==> src/rtl/rv_regfile_pkg.sv <==
// rv_regfile_pkg: shared register-file geometry and index-to-mask decode.
package rv_regfile_pkg;

    localparam int REG_COUNT  = 32;
    localparam int DATA_WIDTH = 32;
    localparam int ADDR_WIDTH = 5;

    function automatic logic [REG_COUNT-1:0] onehot(input logic [ADDR_WIDTH-1:0] idx);
        return REG_COUNT'(1) << idx;
    endfunction

endpackage

==> src/rtl/wb_fifo.sv <==
// wb_fifo: in-order port-B writeback buffer; exposes every slot's valid/rd
// so the pending mask can see writes that are still queued.
module wb_fifo #(
    parameter int DEPTH = 4,
    parameter int AW    = 5,
    parameter int DW    = 32,
    localparam int PW   = $clog2(DEPTH)
) (
    input  logic                clk,
    input  logic                rst_n,
    input  logic                push,
    input  logic [AW-1:0]       push_rd,
    input  logic [DW-1:0]       push_data,
    input  logic                pop,
    output logic [AW-1:0]       head_rd,
    output logic [DW-1:0]       head_data,
    output logic                full,
    output logic                empty,
    output logic [PW:0]         count,
    output logic [DEPTH-1:0]    ent_valid,
    output logic [DEPTH*AW-1:0] ent_rd
);

    logic [AW-1:0] rd_mem_q [DEPTH];
    logic [DW-1:0] data_mem_q [DEPTH];
    logic [PW-1:0] wr_ptr_q, rd_ptr_q;
    logic [PW:0]   count_q;
    logic          do_push, do_pop;

    assign full      = count_q == (PW+1)'(DEPTH);
    assign empty     = count_q == '0;
    assign count     = count_q;
    assign do_push   = push && !full;
    assign do_pop    = pop && !empty;
    assign head_rd   = rd_mem_q[rd_ptr_q];
    assign head_data = data_mem_q[rd_ptr_q];

    always_ff @(posedge clk) begin
        if (do_push) begin
            rd_mem_q[wr_ptr_q]   <= push_rd;
            data_mem_q[wr_ptr_q] <= push_data;
        end
    end

    always_ff @(posedge clk) begin
        if (!rst_n) begin
            wr_ptr_q <= '0;
            rd_ptr_q <= '0;
            count_q  <= '0;
        end else begin
            wr_ptr_q <= wr_ptr_q + PW'(do_push);
            rd_ptr_q <= rd_ptr_q + PW'(do_pop);
            count_q  <= count_q + (PW+1)'(do_push) - (PW+1)'(do_pop);
        end
    end

    // A slot is live when its distance from the read pointer is below the occupancy.
    for (genvar i = 0; i < DEPTH; i++) begin : g_ent
        logic [PW-1:0] off;
        assign off                 = PW'(i) - rd_ptr_q;
        assign ent_valid[i]        = {1'b0, off} < count_q;
        assign ent_rd[i*AW +: AW]  = rd_mem_q[i];
    end

endmodule

==> src/rtl/regfile_writeback.sv <==
// regfile_writeback: arbitrates ALU (port A) and buffered LSU (port B) writes onto
// the single register-file write port, with starvation protection and a pending mask.
module regfile_writeback #(
    parameter int REG_COUNT    = rv_regfile_pkg::REG_COUNT,
    parameter int DATA_WIDTH   = rv_regfile_pkg::DATA_WIDTH,
    parameter int ADDR_WIDTH   = rv_regfile_pkg::ADDR_WIDTH,
    parameter int FIFO_DEPTH   = 4,
    parameter int STARVE_LIMIT = 4,
    localparam int CW          = $clog2(FIFO_DEPTH) + 1,
    localparam int SW          = $clog2(STARVE_LIMIT + 1)
) (
    input  logic                  clk,
    input  logic                  rst_n,
    input  logic                  a_valid,
    output logic                  a_ready,
    input  logic [ADDR_WIDTH-1:0] a_rd,
    input  logic [DATA_WIDTH-1:0] a_data,
    input  logic                  b_valid,
    output logic                  b_ready,
    input  logic [ADDR_WIDTH-1:0] b_rd,
    input  logic [DATA_WIDTH-1:0] b_data,
    output logic                  write_enable,
    output logic [ADDR_WIDTH-1:0] rd,
    output logic [DATA_WIDTH-1:0] write_data,
    output logic [REG_COUNT-1:0]  pending_mask,
    output logic [CW-1:0]         fifo_count
);
    import rv_regfile_pkg::*;

    logic                             full, empty, head_forced, head_win;
    logic [ADDR_WIDTH-1:0]            head_rd, win_rd, rd_q, rd_d;
    logic [DATA_WIDTH-1:0]            head_data, win_data, wdata_q, wdata_d;
    logic [FIFO_DEPTH-1:0]            ent_valid;
    logic [FIFO_DEPTH*ADDR_WIDTH-1:0] ent_rd;
    logic [SW-1:0]                    starve_q, starve_d;
    logic                             we_q, we_d;
    logic [REG_COUNT-1:0]             mask;

    wb_fifo #(.DEPTH(FIFO_DEPTH), .AW(ADDR_WIDTH), .DW(DATA_WIDTH)) u_fifo (
        .clk       (clk),
        .rst_n     (rst_n),
        .push      (b_valid && b_ready && b_rd != '0),
        .push_rd   (b_rd),
        .push_data (b_data),
        .pop       (head_win),
        .head_rd   (head_rd),
        .head_data (head_data),
        .full      (full),
        .empty     (empty),
        .count     (fifo_count),
        .ent_valid (ent_valid),
        .ent_rd    (ent_rd)
    );

    assign head_forced = !empty && starve_q == SW'(STARVE_LIMIT);
    assign a_ready     = a_valid && !head_forced;
    assign head_win    = !empty && (!a_valid || head_forced);
    assign b_ready     = !full;
    assign win_rd      = head_win ? head_rd : a_rd;
    assign win_data    = head_win ? head_data : a_data;

    always_comb begin
        we_d     = (head_win || a_ready) && win_rd != '0;
        rd_d     = we_d ? win_rd : rd_q;
        wdata_d  = we_d ? win_data : wdata_q;
        starve_d = (empty || head_win) ? '0 : (starve_q == SW'(STARVE_LIMIT) ? starve_q : starve_q + 1'b1);
    end

    always_ff @(posedge clk) begin
        if (!rst_n) begin
            we_q     <= 1'b0;
            rd_q     <= '0;
            wdata_q  <= '0;
            starve_q <= '0;
        end else begin
            we_q     <= we_d;
            rd_q     <= rd_d;
            wdata_q  <= wdata_d;
            starve_q <= starve_d;
        end
    end

    always_comb begin
        mask = we_q ? onehot(rd_q) : '0;
        for (int i = 0; i < FIFO_DEPTH; i++)
            if (ent_valid[i]) mask |= onehot(ent_rd[i*ADDR_WIDTH +: ADDR_WIDTH]);
        mask[0] = 1'b0;
    end

    assign write_enable = we_q;
    assign rd           = rd_q;
    assign write_data   = wdata_q;
    assign pending_mask = mask;

endmodule

==> config.mk <==
export PLATFORM = sky130hd
export DESIGN_NAME = regfile_writeback
export DESIGN_NICKNAME = d
export VERILOG_FILES = /design/src/rtl/rv_regfile_pkg.sv /design/src/rtl/wb_fifo.sv /design/src/rtl/regfile_writeback.sv
export SDC_FILE = /design/constraint.sdc
export NUM_CORES = 1
export LEC_CHECK = 0
export CORE_MARGIN = 1.5
export CORE_UTILIZATION = 30
export CTS_BUF_LIST = sky130_fd_sc_hd__clkbuf_16
export CTS_CLUSTER_SIZE = 24
export DETAILED_ROUTE_END_ITERATION = 10
export SLEW_MARGIN = 20
export SYNTH_ARGS = -nofsm -noshare
export SYNTH_HDL_FRONTEND = slang
export SYNTH_SLANG_ARGS = --single-unit
==> constraint.sdc <==
create_clock -name clk -period 6.9 [get_ports clk]
set_clock_uncertainty 0.05 [all_clocks]
set_input_delay 1.725 -clock clk [delete_from_list [all_inputs] [get_ports clk]]
set_output_delay 1.725 -clock clk [all_outputs]
set_load 0.02 [all_outputs]
==> impl_metrics.json <==
{
  "start_util_pct": 30.79,
  "cts-root-buf": "clkbuf_16",
  "clock_latency_ns": 0.43,
  "power_density_nw_per_um2": 347.1,
  "nets": 912,
  "holdBufCountCts": 0,
  "setup.worst_path.end_class": "output pin",
  "path_clk_slew_ns": 0.07,
  "cts_sinks": 196,
  "fin_area_sq_um": 11660,
  "grt_pass1_vias": 6374,
  "power.total_uw": 4049,
  "timing.rr.end": "write_data[31]",
  "synth_cells": 686,
  "synth-compound-area-share_pct": 10.98,
  "synth_fp_nets": 775,
  "outcome": "finished, final reports clean",
  "rsz0062_at_grt": "false",
  "dp_hpwl_microns": 18470,
  "hold_violations": 0,
  "rr_startpoint": "u_fifo.rd_ptr_q[1]",
  "clockBufferDepth": 2,
  "worstPathRequired_ns": 5.12,
  "synthArstFlopShare_pct": 0,
  "timing.slew.headroom_pct": 31.91,
  "muxShareOfSynthArea_pct": 12.76,
  "arrival_ns": 3.53,
  "cts_tree": "done",
  "hold_end": "starve_q[0]",
  "post-route-period-util_pct": 76.91,
  "ff2ff_path_depth": 6,
  "grt_overflow": 0,
  "track_usage_pct": 16.47,
  "synth_fa_ha_area_share_pct": 1.578,
  "max_cap_violations": 0,
  "start_kind": "flop",
  "synth_top_area_share_pct": 48.32,
  "drt_iter0_drc": 626,
  "synth_top_family_by_area": "multiplexers",
  "setup_tns_ns": 0,
  "slew_viol_final": 0,
  "crit_family": "compound AO/OA/AOI/OAI gates",
  "postRouteAntennaNets": 0,
  "grt_first_pass_wirelength_microns": 38810,
  "vias": 6498,
  "slowest_delay_ns": 0.61,
  "synthTopCellsByArea": "edfxtp_1 48%, dfxtp_1 10%, mux4_2 9.1%, o211a_1 3.9%, mux2i_1 3.7%",
  "drc": 0,
  "htree_levels": 4,
  "hold_class": "flop to flop",
  "vias_per_cell": 5.300,
  "finalCriticalPeriod_ns": 5.307,
  "cp_max_fo": 14,
  "vdd_ir_drop_max_v": 0.0001800,
  "layout_common_cells": "150 x clkdlybuf4s50_1, 148 x edfxtp_1, 57 x nand2_1",
  "synthFlopType": "edfxtp_1",
  "grt_max_degree": 47,
  "synth_top_cell_by_area": "edfxtp_1",
  "cts_made_buffers": 17,
  "fillCellCount": 2816,
  "gp_congestion": 1.002,
  "fin_util_pct": 39.04,
  "ys_ff_latch": 196,
  "reg2reg_slack_ns": 3.70,
  "whs_path_depth": 1,
  "wl_microns": 25960,
  "syn-mean-instance-area_sq_um": 13.41,
  "synth_enable_flop_cells": 148,
  "pre_cts_ws_ns": 2.078,
  "path_buf_inv": 1,
  "placed_cell_area_sq_um": 11070,
  "num_rows": 63,
  "fmax_mhz": 188.4,
  "synthSimpleGateAreaFrac_pct": 12.20,
  "post-cts-setup-buffers": 0,
  "drive_gt1_share_pct": 10.77,
  "die_area_sq_um": 31720,
  "worstMarginPinSlew_ns": 1.021,
  "cts_resized": 0,
  "die_h_microns": 178.1,
  "yosys_warnings": 0,
  "synth_xor_area_share_pct": 0.5714,
  "setup_violations": 0,
  "die_x_microns": 178.1,
  "min_from": "starve_q[0]",
  "antenna_cells": 0,
  "area_growth_pct": 26.81,
  "leakagePower_uw": 0.004178,
  "coreArea_sq_um": 29870,
  "setup_ws_ns": 1.593,
  "mostFrequentLayoutCell": "clkdlybuf4s50_1",
  "cp_cell_sequence": "xnor2_1 -> ha_1 -> a21oi_1 -> o21ai_1 -> or4_1 -> nand4_1 -> clkdlybuf4s50_1",
  "yosysUniqueCellTypes": 57,
  "path_class": "flop to output pin",
  "wire_per_inst_microns": 21.17,
  "antenna_found_initial": 0,
  "io_buffers": 151,
  "critPathSlowestCell": "clkdlybuf4s50_1",
  "drt_pass1_iterations": 5,
  "ys_seq_area_share_pct": 58.77,
  "ios": 153,
  "synthesis.area_sq_um": 9198
}
flip-flops by register name, summed over array words and instances, names as in the netlist:
name,cells
rd,5
u_fifo.count,3
write_data,32
starve_q,3
u_fifo.rd_ptr_q,2
write_enable,1
u_fifo.data_mem_q,128
u_fifo.wr_ptr_q,2
u_fifo.rd_mem_q,20
worst max-delay path by stage:
| stage | slack (ns) | depth (start not counted) | start | endpoint |
|---|---|---|---|---|
| 3_5_place_dp | 2.08 | 4 | a_valid | a_ready |
| 3_3_place_gp | 2.08 | 4 | a_valid | a_ready |
| 5_1_grt | 1.35 | 7 | u_fifo.rd_ptr_q[0] | pending_mask[2] |
| 4_1_cts | 1.63 | 7 | u_fifo.rd_ptr_q[0] | pending_mask[2] |
| 2_1_floorplan | 1.57 | 3 | b_rd[3] | u_fifo.data_mem_q[0][0] |
| 6_report | 1.59 | 7 | u_fifo.rd_ptr_q[0] | pending_mask[2] |
Yosys cell counts (3+ instances only):
| cell | instances |
|---|---|
| a21oi_1 | 5 |
| nand3_1 | 17 |
| ha_1 | 10 |
| buf_1 | 6 |
| nor2b_1 | 10 |
| and2_1 | 9 |
| a22o_1 | 3 |
| nand4_1 | 4 |
| and3_1 | 3 |
| mux4_2 | 37 |
| mux2i_1 | 34 |
| nand4b_1 | 3 |
| buf_2 | 3 |
| o211ai_1 | 6 |
| o22ai_1 | 27 |
| o31ai_1 | 3 |
| nor3_1 | 21 |
| or2_2 | 3 |
| nand2b_1 | 15 |
| nor2_1 | 34 |
| a31oi_1 | 4 |
| o21ai_1 | 3 |
| edfxtp_1 | 148 |
| dfxtp_1 | 48 |
| nand2_1 | 57 |
| or4_1 | 12 |
| or3_1 | 15 |
| o32ai_1 | 7 |
| o2111ai_1 | 3 |
| a211o_1 | 6 |
| o21ai_0 | 8 |
| inv_1 | 14 |
| buf_6 | 9 |
| nor4_1 | 9 |
| clkbuf_1 | 22 |
| o211a_1 | 36 |
| xnor2_1 | 4 |
final cells by class:
cell class	count	area, sq um	share of cell area [%]
Tap cell	390	488.0	4.184
Sequential cell	196	5408	46.36
Timing Repair Buffer	159	1579	13.54
Inverter	15	56.30	0.4827
Clock buffer	17	425.4	3.647
Clock inverter	15	171.4	1.470
Multi-Input combinational cell	434	3536	30.32
power by group:
group	switching, uW	total, uW	internal (uW)
logic	805	1450	650
clock network	474	989	515
registers	145	1610	1460
worst reg2reg max path, stage by stage (launching register included):
cell	delay, ns
dfxtp_2	0.45
buf_4	0.49
mux4_2	0.46
or4_1	0.56
o221a_2	0.50
buf_4	0.34
o211a_1	0.25
cell families (layout without fill, tap and decap cells):
logic type / after synthesis / in the layout
XOR/XNOR: 6 / 6
AO/OA/AOI/OAI: 127 / 127
multiplexers: 71 / 71
adder cells (fa/ha/maj): 11 / 11
flip-flops: 196 / 196
other: 1 / 1
AND/OR/NAND/NOR: 218 / 218
buffers and inverters: 56 / 206
stage by stage:
| stage | hold WS (ns) | instances |
|---|---|---|
| CTS | 0.4125 | 1226 |
| global placement | 0.3858 | 1194 |
| detailed placement | 0.3948 | 1194 |
| finish | 0.4059 | 1226 |
| floorplan | 0.3673 | 686 |
| global route | 0.4477 | 1226 |
per-layer routing:
| metal | up-vias | track usage (%) | routed length [microns] |
|---|---|---|---|
| met5 | - | 0 | 0 |
| met4 | 0 | 6.162 | 762 |
| met3 | 49 | 3.474 | 1792 |
| met2 | 288 | 26.46 | 12160 |
| met1 | 3173 | 21.84 | 11240 |
| li1 | 2988 | - | - |
(Power assumes the default switching activity.)
